$ cat src/rtl/idct_2d_sequencer_if.sv
// Row-in / column-out stream bundle for the 2-D IDCT sequencer.
// The slave side is the sequencer; the master side feeds rows and sinks columns.
interface idct_2d_sequencer_if #(
   parameter int WIDTH = 12
) ();
   logic               in_valid;
   logic               in_ready;
   logic [8*WIDTH-1:0] in_row;
   logic               out_valid;
   logic               out_ready;
   logic [63:0]        out_col;
   logic [2:0]         out_col_idx;
   logic               block_done;

   modport master (
      output in_valid, in_row, out_ready,
      input  in_ready, out_valid, out_col, out_col_idx, block_done
   );

   modport slave (
      input  in_valid, in_row, out_ready,
      output in_ready, out_valid, out_col, out_col_idx, block_done
   );
endinterface

$ cat src/rtl/idct_2d_sequencer.sv
// Drives one shared 1-D IDCT through a row pass and a column pass.
// Rows land in a transpose buffer; columns are level-shifted, clamped and streamed.
module idct_2d_sequencer #(
   parameter int WIDTH       = 12,
   parameter int LEVEL_SHIFT = 128
) (
   input  logic               clk_in,
   input  logic               rst_in,
   idct_2d_sequencer_if.slave bus,
   output logic [8*WIDTH-1:0] idct_in,
   input  logic [8*WIDTH-1:0] idct_out
);

   typedef enum logic {
      ROWS,
      COLS
   } state_t;

   localparam logic signed [WIDTH:0] SHIFT_W = (WIDTH+1)'(LEVEL_SHIFT);
   localparam logic signed [WIDTH:0] PX_MAX  = (WIDTH+1)'(255);

   state_t             state_q, state_d;
   logic [2:0]         row_cnt_q, row_cnt_d;
   // bit 3 marks that all eight columns have been loaded
   logic [3:0]         col_cnt_q, col_cnt_d;
   logic               out_valid_q, out_valid_d;
   logic [63:0]        out_col_q, out_col_d;
   logic [2:0]         out_col_idx_q, out_col_idx_d;
   logic [WIDTH-1:0]   tbuf_q [8][8];
   logic [WIDTH-1:0]   tbuf_d [8][8];
   logic               in_ready_c;
   logic               out_hs;
   logic               load;

   // Level shift at WIDTH+1 bits so the full signed lane range cannot wrap.
   function automatic logic [7:0] clamp_px(input logic [WIDTH-1:0] v);
      logic signed [WIDTH:0] s;
      s = $signed({v[WIDTH-1], v}) + SHIFT_W;
      if (s[WIDTH]) return 8'd0;
      if (s > PX_MAX) return 8'hff;
      return s[7:0];
   endfunction

   assign out_hs = out_valid_q && bus.out_ready;

   // Next-state, buffer capture, column load and IDCT lane steering.
   always_comb begin
      state_d       = state_q;
      row_cnt_d     = row_cnt_q;
      col_cnt_d     = col_cnt_q;
      out_valid_d   = out_valid_q;
      out_col_d     = out_col_q;
      out_col_idx_d = out_col_idx_q;
      tbuf_d        = tbuf_q;
      idct_in       = bus.in_row;
      in_ready_c    = 1'b0;
      load          = 1'b0;
      unique case (state_q)
         ROWS: begin
            in_ready_c = 1'b1;
            if (bus.in_valid) begin
               for (int k = 0; k < 8; k++) begin
                  tbuf_d[row_cnt_q][k] = idct_out[k*WIDTH +: WIDTH];
               end
               row_cnt_d = row_cnt_q + 3'd1;
               if (row_cnt_q == 3'd7) begin
                  state_d = COLS;
               end
            end
         end
         COLS: begin
            for (int r = 0; r < 8; r++) begin
               idct_in[r*WIDTH +: WIDTH] = tbuf_q[r][col_cnt_q[2:0]];
            end
            load = !col_cnt_q[3] && (!out_valid_q || bus.out_ready);
            if (load) begin
               for (int r = 0; r < 8; r++) begin
                  out_col_d[r*8 +: 8] = clamp_px(idct_out[r*WIDTH +: WIDTH]);
               end
               out_col_idx_d = col_cnt_q[2:0];
               out_valid_d   = 1'b1;
               col_cnt_d     = col_cnt_q + 4'd1;
            end else if (out_hs) begin
               out_valid_d = 1'b0;
            end
            if (out_hs && out_col_idx_q == 3'd7) begin
               state_d     = ROWS;
               col_cnt_d   = '0;
               out_valid_d = 1'b0;
            end
         end
         default: ;
      endcase
   end

   // Control and output registers with synchronous active-low reset.
   always_ff @(posedge clk_in) begin
      if (!rst_in) begin
         state_q       <= ROWS;
         row_cnt_q     <= '0;
         col_cnt_q     <= '0;
         out_valid_q   <= 1'b0;
         out_col_q     <= '0;
         out_col_idx_q <= '0;
      end else begin
         state_q       <= state_d;
         row_cnt_q     <= row_cnt_d;
         col_cnt_q     <= col_cnt_d;
         out_valid_q   <= out_valid_d;
         out_col_q     <= out_col_d;
         out_col_idx_q <= out_col_idx_d;
      end
   end

   // Transpose buffer; contents after reset are never read before rewrite.
   always_ff @(posedge clk_in) begin
      tbuf_q <= tbuf_d;
   end

   assign bus.in_ready    = in_ready_c;
   assign bus.out_valid   = out_valid_q;
   assign bus.out_col     = out_col_q;
   assign bus.out_col_idx = out_col_idx_q;
   assign bus.block_done  = out_hs && (out_col_idx_q == 3'd7);

endmodule
$ cat src/flat_wrapper.sv
// flat-port wrapper written by rule: the top's interface ports become plain ports
module idct_2d_sequencer_flat 
#(
   parameter int WIDTH       = 12,
   parameter int LEVEL_SHIFT = 128
)
  (clk_in, rst_in, idct_in, idct_out, bus_in_valid, bus_in_row, bus_out_ready, bus_in_ready, bus_out_valid, bus_out_col, bus_out_col_idx, bus_block_done);
  idct_2d_sequencer_if #(.WIDTH(WIDTH)) bus_i ();
  input  logic clk_in;
  input  logic rst_in;
  output logic [8*WIDTH-1:0] idct_in;
  input  logic [8*WIDTH-1:0] idct_out;
  input wire logic [$bits(bus_i.in_valid)-1:0] bus_in_valid;
  input wire logic [$bits(bus_i.in_row)-1:0] bus_in_row;
  input wire logic [$bits(bus_i.out_ready)-1:0] bus_out_ready;
  output wire logic [$bits(bus_i.in_ready)-1:0] bus_in_ready;
  output wire logic [$bits(bus_i.out_valid)-1:0] bus_out_valid;
  output wire logic [$bits(bus_i.out_col)-1:0] bus_out_col;
  output wire logic [$bits(bus_i.out_col_idx)-1:0] bus_out_col_idx;
  output wire logic [$bits(bus_i.block_done)-1:0] bus_block_done;
  assign bus_i.in_valid = bus_in_valid;
  assign bus_i.in_row = bus_in_row;
  assign bus_i.out_ready = bus_out_ready;
  assign bus_in_ready = bus_i.in_ready;
  assign bus_out_valid = bus_i.out_valid;
  assign bus_out_col = bus_i.out_col;
  assign bus_out_col_idx = bus_i.out_col_idx;
  assign bus_block_done = bus_i.block_done;
  idct_2d_sequencer #(.WIDTH(WIDTH), .LEVEL_SHIFT(LEVEL_SHIFT)) u_core (.clk_in(clk_in), .rst_in(rst_in), .bus(bus_i), .idct_in(idct_in), .idct_out(idct_out));
endmodule
$ cat config.mk
export PLATFORM = sky130hd
export DESIGN_NAME = idct_2d_sequencer_flat
export DESIGN_NICKNAME = d
export VERILOG_FILES = /design/src/rtl/idct_2d_sequencer_if.sv /design/src/rtl/idct_2d_sequencer.sv /design/src/flat_wrapper.sv
export SDC_FILE = /design/constraint.sdc
export NUM_CORES = 1
export LEC_CHECK = 0
export ABC_AREA = 1
export BUFFER_PORTS_ARGS = -buffer_cell sky130_fd_sc_hd__buf_4
export CAP_MARGIN = 15
export CORE_MARGIN = 4
export CORE_UTILIZATION = 50
export DETAILED_ROUTE_END_ITERATION = 16
export PLACE_DENSITY = 0.7
export REMOVE_ABC_BUFFERS = 1
export SETUP_SLACK_MARGIN = 0.1
export SLEW_MARGIN = 5
export SYNTH_ARGS = -nofsm -noshare
export SYNTH_HDL_FRONTEND = slang
export SYNTH_SLANG_ARGS = --single-unit
$ cat constraint.sdc
create_clock -name clk_in -period 12.4 [get_ports clk_in]
set_clock_uncertainty 0.2 [all_clocks]
set_input_delay 1.86 -clock clk_in [delete_from_list [all_inputs] [get_ports clk_in]]
set_output_delay 1.86 -clock clk_in [all_outputs]
set_load 0.02 [all_outputs]
Word level (Yosys, flattened, before mapping):

Index checks and enable logic that the tools add are counted.

* register bits after elaboration: 844
* logic and storage cells: 256

* add/subtract/negate cells: 10
* order comparisons: 11
* equality and inequality tests: 2
* muxes and demuxes: 147
* bitwise gates (word level): 3
* reductions and logical operators: 13

Operators by type and width (count)
* $bwmux 768: 8
* $demux 96 s3: 8
* $bmux 12 s3: 8
* $mux 8: 32
* $mux 12: 17
* $mux 96: 2
* $add 12x9->13 const B: 8
* $gt 13x9->1 const B: 8
* $mux 84: 1
* $mux 72: 1
* $mux 1: 63
* $mux 60: 1
* $mux 48: 1
* $mux 36: 1
* $mux 24: 1
* $ge 4x4->1 const B: 2
* $mux 4: 2
* $not 3->4: 2
* $reduce_and 2->1: 4
* $eq 3x3->1 const B: 2
* $add 4x1->4 const B: 1
* $logic_and 1x1->1: 4
* $lt 4x1->1 const B: 1
* $add 3x1->3 const B: 1
* 6 further kinds: 7

Longest topological paths before layout:

Gate-level depths: netlist of run 1.

* depth in word-level cells: 13
* gate-level depth with buffers: 11
* depth with buffers taken out: 10

Least setup slack after synthesis of run 1:

OpenSTA, ideal clock, no wires.

* path type: input-to-reg
* start: in bus_in_valid
* end: reg u_core.tbuf_q[480] (netlist bit) (enable)
* arrival time: 6.286 ns
* slack: 5.362 ns
* stages on the path: 5
* path buffers: 1
* path through: inv_1 nor2_1 inv_1 clkbuf_1 nor2_1

* cells in the longest elaborated chain, start to end: 1

Ends and longest elaborated chain
* start: declaration: RTL line flat_wrapper.sv:13 `input wire logic [$bits(bus_i.in_valid)-1:0] bus_in_valid;`
* $reduce_and 2->1 (no line)
* end signal: assignment: RTL line idct_2d_sequencer.sv:117 `tbuf_q <= tbuf_d;`
* end: declaration: RTL line idct_2d_sequencer.sv:29 `logic [WIDTH-1:0] tbuf_q [8][8];`

Every way passes these cells.
A chain may end at the register's enable or synchronous reset.

Worst setup path after layout of run 1:

* start: reg u_core.col_cnt_q[1]
* end: out idct_in[25]

* cells in the longest elaborated chain, start to end: 5

Ends and longest elaborated chain
* start: declaration: RTL line idct_2d_sequencer.sv:25 `logic [3:0] col_cnt_q, col_cnt_d;`
* start signal: assignment: RTL line idct_2d_sequencer.sv:108 `col_cnt_q <= col_cnt_d;`
* $not 3->4 (not written as such): RTL line idct_2d_sequencer.sv:73 `idct_in[r*WIDTH +: WIDTH] = tbuf_q[r][col_cnt_q[2:0]];`
* $bmux 12 s3: RTL line idct_2d_sequencer.sv:73
* $mux 12 (not written as such) (2 in series): RTL line idct_2d_sequencer.sv:73
* $mux 96: RTL line idct_2d_sequencer.sv:58 `unique case (state_q)`
* end: declaration: RTL line flat_wrapper.sv:11 `output logic [8*WIDTH-1:0] idct_in;`

Every way passes these cells. The select of a mux whose other input is x is not followed.

==> results of run 1 <==
power breakdown:
| group | switching, uW | internal, uW |
|---|---|---|
| combinational | 243 | 105 |
| clock | 1070 | 1500 |
| sequential | 17.4 | 3180 |
| total | 1330 | 4790 |
logic make-up after synthesis:
kind of cell               after synthesis  share of synthesized area [%]
buffers and inverters                  480                           5.55
AOI/OAI and AO/OA                      577                           9.78
DFF                                    844                           68.8
and+or+nand+nor                       1318                           14.8
xor gates and xnor gates                14                          0.343
adders and majority gates               19                          0.666
stage by stage:
| stage | util, % | power [uW] | worst slack, ns |
|---|---|---|---|
| global placement | 55.6 | 3600 | 6.87 |
| detailed placement | 55.6 | 3600 | 6.79 |
| finish | 59.5 | 6120 | 6.14 |
| CTS | 59.5 | 6140 | 6.11 |
| floorplan | - | 3400 | -3.77 |
| global route | 59.5 | 6300 | 5.96 |
tightest hold or removal path: cells and delay by family (launching register included):
family           cells  cell delay [ns]
flip-flops           1             0.31
AND/OR/NAND/NOR      1             0.06
AO/OA/AOI/OAI        1             0.05
metal layers:
layer | global-route usage (%) | vias up
met2 | 42.4 | 1348
met3 | 5.60 | 170
li1 | - | 11900
met1 | 39.4 | 12500
met4 | 8.29 | 6
met5 | 0 | -
cells in the final DEF (no fill, tap or decap), types with 19 or more instances in the layout:
cell type    n
nand2_1    786
edfxtp_1   768
buf_4      395
nor2_1     328
inv_1      281
a21oi_1    181
o21ai_0    152
nand3_1    121
o211ai_1    97
o2111ai_1   95
clkbuf_16   87
dfxtp_1     73
nand4_1     56
o21ai_1     50
clkinv_1    22
ha_1        19
flip-flops by register name (all words and copies together) (netlist names):
name and cells:
u_core.row_cnt_q 3, u_core.state_q 1, u_core.col_cnt_q 4, u_core.tbuf_q 768, u_core.bus.out_col_idx 3, u_core.bus.out_col 64
u_core.bus.out_valid 1
worst max-delay path by stage:
stage,to,cells past startpoint,from
floorplan,idct_in[94],5,u_core.col_cnt_q[0]$_SDFFE_PN0P_
global placement,idct_in[9],7,u_core.col_cnt_q[1]$_SDFFE_PN0P_
detailed placement,idct_in[25],7,u_core.col_cnt_q[1]$_SDFFE_PN0P_
CTS,idct_in[25],7,u_core.col_cnt_q[1]$_SDFFE_PN0P_
global route,idct_in[69],7,u_core.col_cnt_q[1]$_SDFFE_PN0P_
finish,idct_in[25],7,u_core.col_cnt_q[1]$_SDFFE_PN0P_
layout make-up:
| cell class | instances | area [sq um] | area share [%] |
|---|---|---|---|
| sequential | 844 | 24600 | 58.7 |
| inverter | 296 | 1120 | 2.67 |
| clock buffer | 108 | 2300 | 5.48 |
| multi-input combinational | 1928 | 9240 | 22.0 |
| timing repair buffer | 396 | 2990 | 7.12 |
| clock inverter | 49 | 489 | 1.17 |
| tap | 940 | 1180 | 2.81 |
| antenna | 1 | 2.50 | 0.00597 |
==> summary.txt, run 1 <==
Critical path
  • CP max stage delay: roughly 0.94 ns
  • Required time worst endpoint: 10.34 ns
  • Critical-path top delay cell: dfxtp_4
  • Reg-to-reg endpoint: u_core.tbuf_q[204]$_DFFE_PP_
  • Crit start category: register
  • Most frequent CP cell: nand2_1
  • FF-to-FF path depth: 4
  • CP Capture Type: output port
  • Reg2reg start: u_core.state_q$_SDFF_PN0_
  • Crit-path leading delay family: buffers and inverters
  • Buf+Inv Stages, Crit Path: 3
  • Cell breakdown of the critical path: nand2_1 > inv_2 > buf_4 > nand2_1 > o2111ai_1 > nand2_1 > buf_4
  • Largest fanout on the critical path: 71
  • CP Class: reg -> out
  • Worst R2R Setup Slack: 8.72 ns
  • Worst EP arrival: 4.20 ns

Routing
  • DR iter-0 viols: 3,458
  • Max layer used: met5
  • Drt pass-1 iters: 5
  • Vias per inst: 5.68
  • DR WL/cell: 23.2 um
  • Final WL: between 100,000 and 150,000 um
  • Met3 WL post-DR: 11,600 um
  • # DRC: 0
  • Routed Antenna Nets: 0
  • Routed wl met2: between 40,000 and 50,000 um
  • Wl on met1: 43,000 um
  • Vias: about 26,000

STA
  • Fmax: 160 MHz
  • Slew Viols, Final: 0
  • Setup tns final: 0 ns
  • Hold Fails Final Rpt: 0
  • Final setup vio count: 0
  • RSZ-0062 raised after global routing: false
  • Slew of the pin with the lowest slew margin: 1.18 ns
  • Final period utilization: 50.5%
  • Worst hold margin: roughly 0.26 ns
  • Slew margin rel.: 21.5%
  • Tmin final: around 6.3 ns

Floorplan
  • Starting Density: 50.7%
  • Die outline area: 0.0758 sq mm
  • FP Rows: 97
  • Die Ht: 275 um
  • Die X: 275 um
  • Core ar.: approximately 0.070 sq mm
  • I/O Pins: 362

Synth
  • Number of synthesis warnings: 0
  • Synth Flop Type: edfxtp_1
  • EDFF count, synth: 768
  • Gate Count Post-Synth: 3,252
  • Yosys reg bits: 844
  • Area of the mapped netlist: 0.0357 sq mm
  • Area contributors post-synth: edfxtp_1 65%, nand2_1 8.3%, dfxtp_1 4.3%
  • Top cell type's share of synthesized area: 64.6%
  • Mean Syn Cell Area: 11.0 sq um
  • Asr flop ratio synth: 0%
  • Seq/Total Area, Yosys: 68.8%
  • Synth area leader: edfxtp_1
  • Count of cell types in the netlist: 28
  • Synth cell count leaders: 786 x nand2_1, 768 x edfxtp_1, 336 x nor2_1
  • Most frequent cell after synthesis: nand2_1

Clock network
  • Postcts setup bufs: 0
  • Clock transition time at the flip-flop clock pins of the worst setup and hold paths: 0.06 ns
  • Hold-fix buffers, CTS: 0
  • Root buffer cell: clkbuf_16
  • H-Tree Depth: 3
  • CTS tree: done
  • Cts repair resizes: 0
  • Number of CTS-inserted buffers: 86
  • Worst skew pair latency: a little over 0.6 ns
  • Clock Tree Buf Depth: 3
  • CTS Sinks: 844

Final layout
  • Fin nets: about 3,800
  • Area grow syn2layout: 17.3%
  • Final non-filler cell total: 4,562
  • Final Instance Area: roughly 0.042 sq mm
  • Ratio of cells with drive above 1 in the final layout: 15.2%
  • Fillers: roughly 5,700

Hold path
  • Min-Delay Startpoint: u_core.bus.out_col[60]$_SDFFE_PN0P_
  • Worst hold path class: reg -> reg
  • Worst Hold Depth: 2
  • Worst hold endpoint: u_core.bus.out_col[60]$_SDFFE_PN0P_

Place
  • Area after DPL: 0.0391 sq mm
  • GPL Wtd Cong: 0.827
  • # port buffers: approximately 360
  • Placed Instances: 4,404
  • HPWL after detailed placement: 63,800 um

Pwr
  • Pwr dens: 146 mW/mm^2
  • Peak supply drop: roughly 0.00011 V
  • Leakage: about 0.015 uW

Global route
  • Number of global-route vias before repair: between 20,000 and 25,000
  • Initial antenna violation count: 5
  • First-pass GRT wire length: 153,000 um
  • Largest net degree at the start of global routing: 245
  • GR Overflow Total: 0
  • Gr usage total: between 20 and 30%

Status
  • Outcome: complete, no violations

Run
  • Maximum capacitance violations: 0
No activity file was read; power rests on OpenSTA's default activity.
==> run 2: changes to the inputs <==
clock period = 6.4 ns   (was 12.4 ns; I/O delays follow)
==> run 2 against run 1 <==
Against the previous run: worst hold slack worse by 0.00056 ns; sequential share of layout area up 0.11 points; wire length down 1.2%; sequential power up 94%; clock power up 86%; worst setup slack worse by 4.5 ns; register-to-register slack worse by 5.9 ns; highest routed layer unchanged.
==> summary.txt, run 2 (synthesized netlist as in run 1, its figures left out) <==
Place
  • # port buffers: 361 (unchanged)
  • GPL Wtd Cong: 0.816 (was 0.827)
  • HPWL after detailed placement: 62,800 um (was 63,800 um)
  • Placed Instances: 4,401 (was 4,404)
  • Area after DPL: 0.0392 sq mm (was 0.0391 sq mm)

Global route
  • Number of global-route vias before repair: 23,900 (was 24,000)
  • Initial antenna violation count: 5 (unchanged)
  • Gr usage total: 27.2% (was 27.4%)
  • Largest net degree at the start of global routing: 232 (was 245)
  • GR Overflow Total: 0 (unchanged)
  • First-pass GRT wire length: 153,000 um (about the same)

Final layout
  • Ratio of cells with drive above 1 in the final layout: 14.8% (was 15.2%)
  • Footprint of the multi-input gates: 0.00924 sq mm (about the same)
  • Area grow syn2layout: 17.1% (was 17.3%)
  • Final non-filler cell total: 4,553 (was 4,562)
  • Register area: 0.0246 sq mm (unchanged)
  • Most common cell after layout, fill and taps aside: nand2_1 (unchanged)
  • Final Instance Area: 0.0418 sq mm (was 0.0419 sq mm)
  • Fin nets: 3,764 (was 3,767)
  • Most flop-heavy register: u_core.tbuf_q (unchanged)
  • Largest register FFs: 768 (unchanged)
  • Most frequent cells in the layout: 786 x nand2_1, 768 x edfxtp_1, 387 x buf_4 (was 786 x nand2_1, 768 x edfxtp_1, 395 x buf_4)
  • Fillers: 5,716 (was 5,672)

STA
  • Final setup vio count: 0 (unchanged)
  • Slew margin rel.: 24.2% (was 21.5%)
  • Slew Viols, Final: 0 (unchanged)
  • Slew of the pin with the lowest slew margin: 1.13 ns (was 1.18 ns)
  • Final period utilization: 75.1%
  • Hold Fails Final Rpt: 0 (unchanged)
  • Fmax: around 210 MHz
  • Tmin final: between 4 and 5 ns
  • RSZ-0062 raised after global routing: false (unchanged)

Critical path
  • Reg2reg start: u_core.row_cnt_q[0]$_SDFFE_PN0P_ (was u_core.state_q$_SDFF_PN0_)
  • Crit start category: register (unchanged)
  • Required time worst endpoint: 5.24 ns (was 10.34 ns)
  • Reg-to-reg endpoint: u_core.tbuf_q[536]$_DFFE_PP_ (was u_core.tbuf_q[204]$_DFFE_PP_)
  • Largest fanout on the critical path: 112 (was 71)
  • CP Capture Type: output port (unchanged)
  • CP Class: reg -> out (unchanged)
  • FF-to-FF path depth: 4 (unchanged)
  • Worst R2R Setup Slack: 2.85 ns (was 8.72 ns)
  • Worst EP arrival: 3.65 ns (was 4.20 ns)

Routing
  • # DRC: 0 (unchanged)
  • Routed Antenna Nets: 0 (unchanged)
  • Final WL: 104,000 um (was 106,000 um)
  • Vias per inst: 5.67 (was 5.68)
  • Vias: 25,800 (was 25,900)
  • Drt pass-1 iters: 8 (was 5)
  • DR iter-0 viols: 3,081 (was 3,458)
  • DR WL/cell: 23.0 um (was 23.2 um)

Clock network
  • Postcts setup bufs: 0 (unchanged)
  • Root buffer cell: clkbuf_16 (unchanged)
  • H-Tree Depth: 3 (unchanged)
  • CTS tree: done (unchanged)
  • Cts repair resizes: 0 (unchanged)
  • CTS Sinks: 844 (unchanged)
  • Clock Tree Buf Depth: 3 (unchanged)
  • Number of CTS-inserted buffers: 85 (was 86)
  • Clock transition time at the flip-flop clock pins of the worst setup and hold paths: 0.06 ns (about the same)
  • Hold-fix buffers, CTS: 0 (unchanged)
  • Worst skew pair latency: 0.62 ns (about the same)

Floorplan
  • Die Ht: 275 um (unchanged)
  • FP Rows: 97 (unchanged)
  • Core ar.: 0.0704 sq mm (unchanged)
  • Die X: 275 um (unchanged)
  • Starting Density: 50.7% (unchanged)
  • I/O Pins: 362 (unchanged)
  • Die outline area: 0.0758 sq mm (unchanged)

Hold path
  • Worst hold path class: reg -> reg (unchanged)
  • Min-Delay Startpoint: u_core.bus.out_col[39]$_SDFFE_PN0P_ (was u_core.bus.out_col[60]$_SDFFE_PN0P_)
  • Worst hold endpoint: u_core.bus.out_col[39]$_SDFFE_PN0P_ (was u_core.bus.out_col[60]$_SDFFE_PN0P_)
  • Worst Hold Depth: 2 (unchanged)

Pwr
  • Peak supply drop: 0.000153 V (was 0.000110 V)
  • Leakage: 0.0154 uW (was 0.0155 uW)
  • Pwr dens: 278 mW/mm^2 (was 146 mW/mm^2)

Run
  • Maximum capacitance violations: 0 (unchanged)

Status
  • Outcome: complete, no violations (unchanged)
[run 2: cell count changes in the layout (fill, tap and decap cells not counted)]
cell / change
inv_6: -6
buf_12: +6
diode_2: +1
clkinv_1: +5
clkinvlp_2: -2
nand3_2: +1
buf_4: -8
clkinv_2: -4
bufinv_16: -3
clkbuf_1: +2
nand3_1: -1
[run 2: critical path, stage by stage, from the launching register on]
cell and delay [ns]:
dfxtp_4 0.55, inv_6 0.79, buf_4 0.75, nor2_1 0.09, o211ai_1 0.22, o2111ai_1 0.26
nand2_1 0.14, buf_4 0.15
[run 2: per-stage QoR]
stage               worst slack [ns]  power, uW  hold WS, ns  utilization, %  setup TNS [ns]
floorplan                      -8.87       6590        0.273               -         -851.38
global placement                2.33       6970        0.253            55.6               0
detailed placement              2.28       6980        0.256            55.6               0
CTS                             1.59      11700        0.265            59.4               0
global route                    1.41      12000        0.286            59.4               0
finish                          1.59      11600        0.264            59.4               0
[run 2: worst max-delay path by stage]
stage | to | slack, ns | cells past startpoint | startpoint
detailed placement | idct_in[35] | 2.28 | 7 | u_core.col_cnt_q[0]$_SDFFE_PN0P_
floorplan | idct_in[94] | -8.87 | 5 | u_core.col_cnt_q[0]$_SDFFE_PN0P_
finish | idct_in[35] | 1.59 | 7 | u_core.col_cnt_q[0]$_SDFFE_PN0P_
global placement | idct_in[35] | 2.33 | 7 | u_core.col_cnt_q[0]$_SDFFE_PN0P_
CTS | idct_in[35] | 1.59 | 7 | u_core.col_cnt_q[0]$_SDFFE_PN0P_
global route | idct_in[71] | 1.41 | 7 | u_core.col_cnt_q[0]$_SDFFE_PN0P_
[run 2: where the power goes]
| part | internal [uW] | switching [uW] | total (uW) |
|---|---|---|---|
| Combinational | 204 | 471 | 676 |
| Sequential | 6160 | 32.9 | 6190 |
| Clock | 2770 | 2010 | 4770 |
| Total | 9130 | 2510 | 11600 |
[run 2: cell type report]
| cell class | count | area share, % |
|---|---|---|
| timing repair buffer | 394 | 7.28 |
| tap | 940 | 2.81 |
| antenna | 2 | 0.0120 |
| clock inverter | 39 | 0.802 |
| inverter | 296 | 2.68 |
| multi-input combinational | 1928 | 22.1 |
| clock buffer | 110 | 5.51 |
| sequential | 844 | 58.8 |
[run 2: routing by layer]
metal	GRT usage, %	share of wire, %	wire [um]	up-vias
met3	5.22	10	10600	150
li1	-	-	-	11900
met4	7.45	2.2	2340	6
met1	38.9	41	42900	12400
met2	43.1	47	48700	1330
met5	0	0.039	41	-
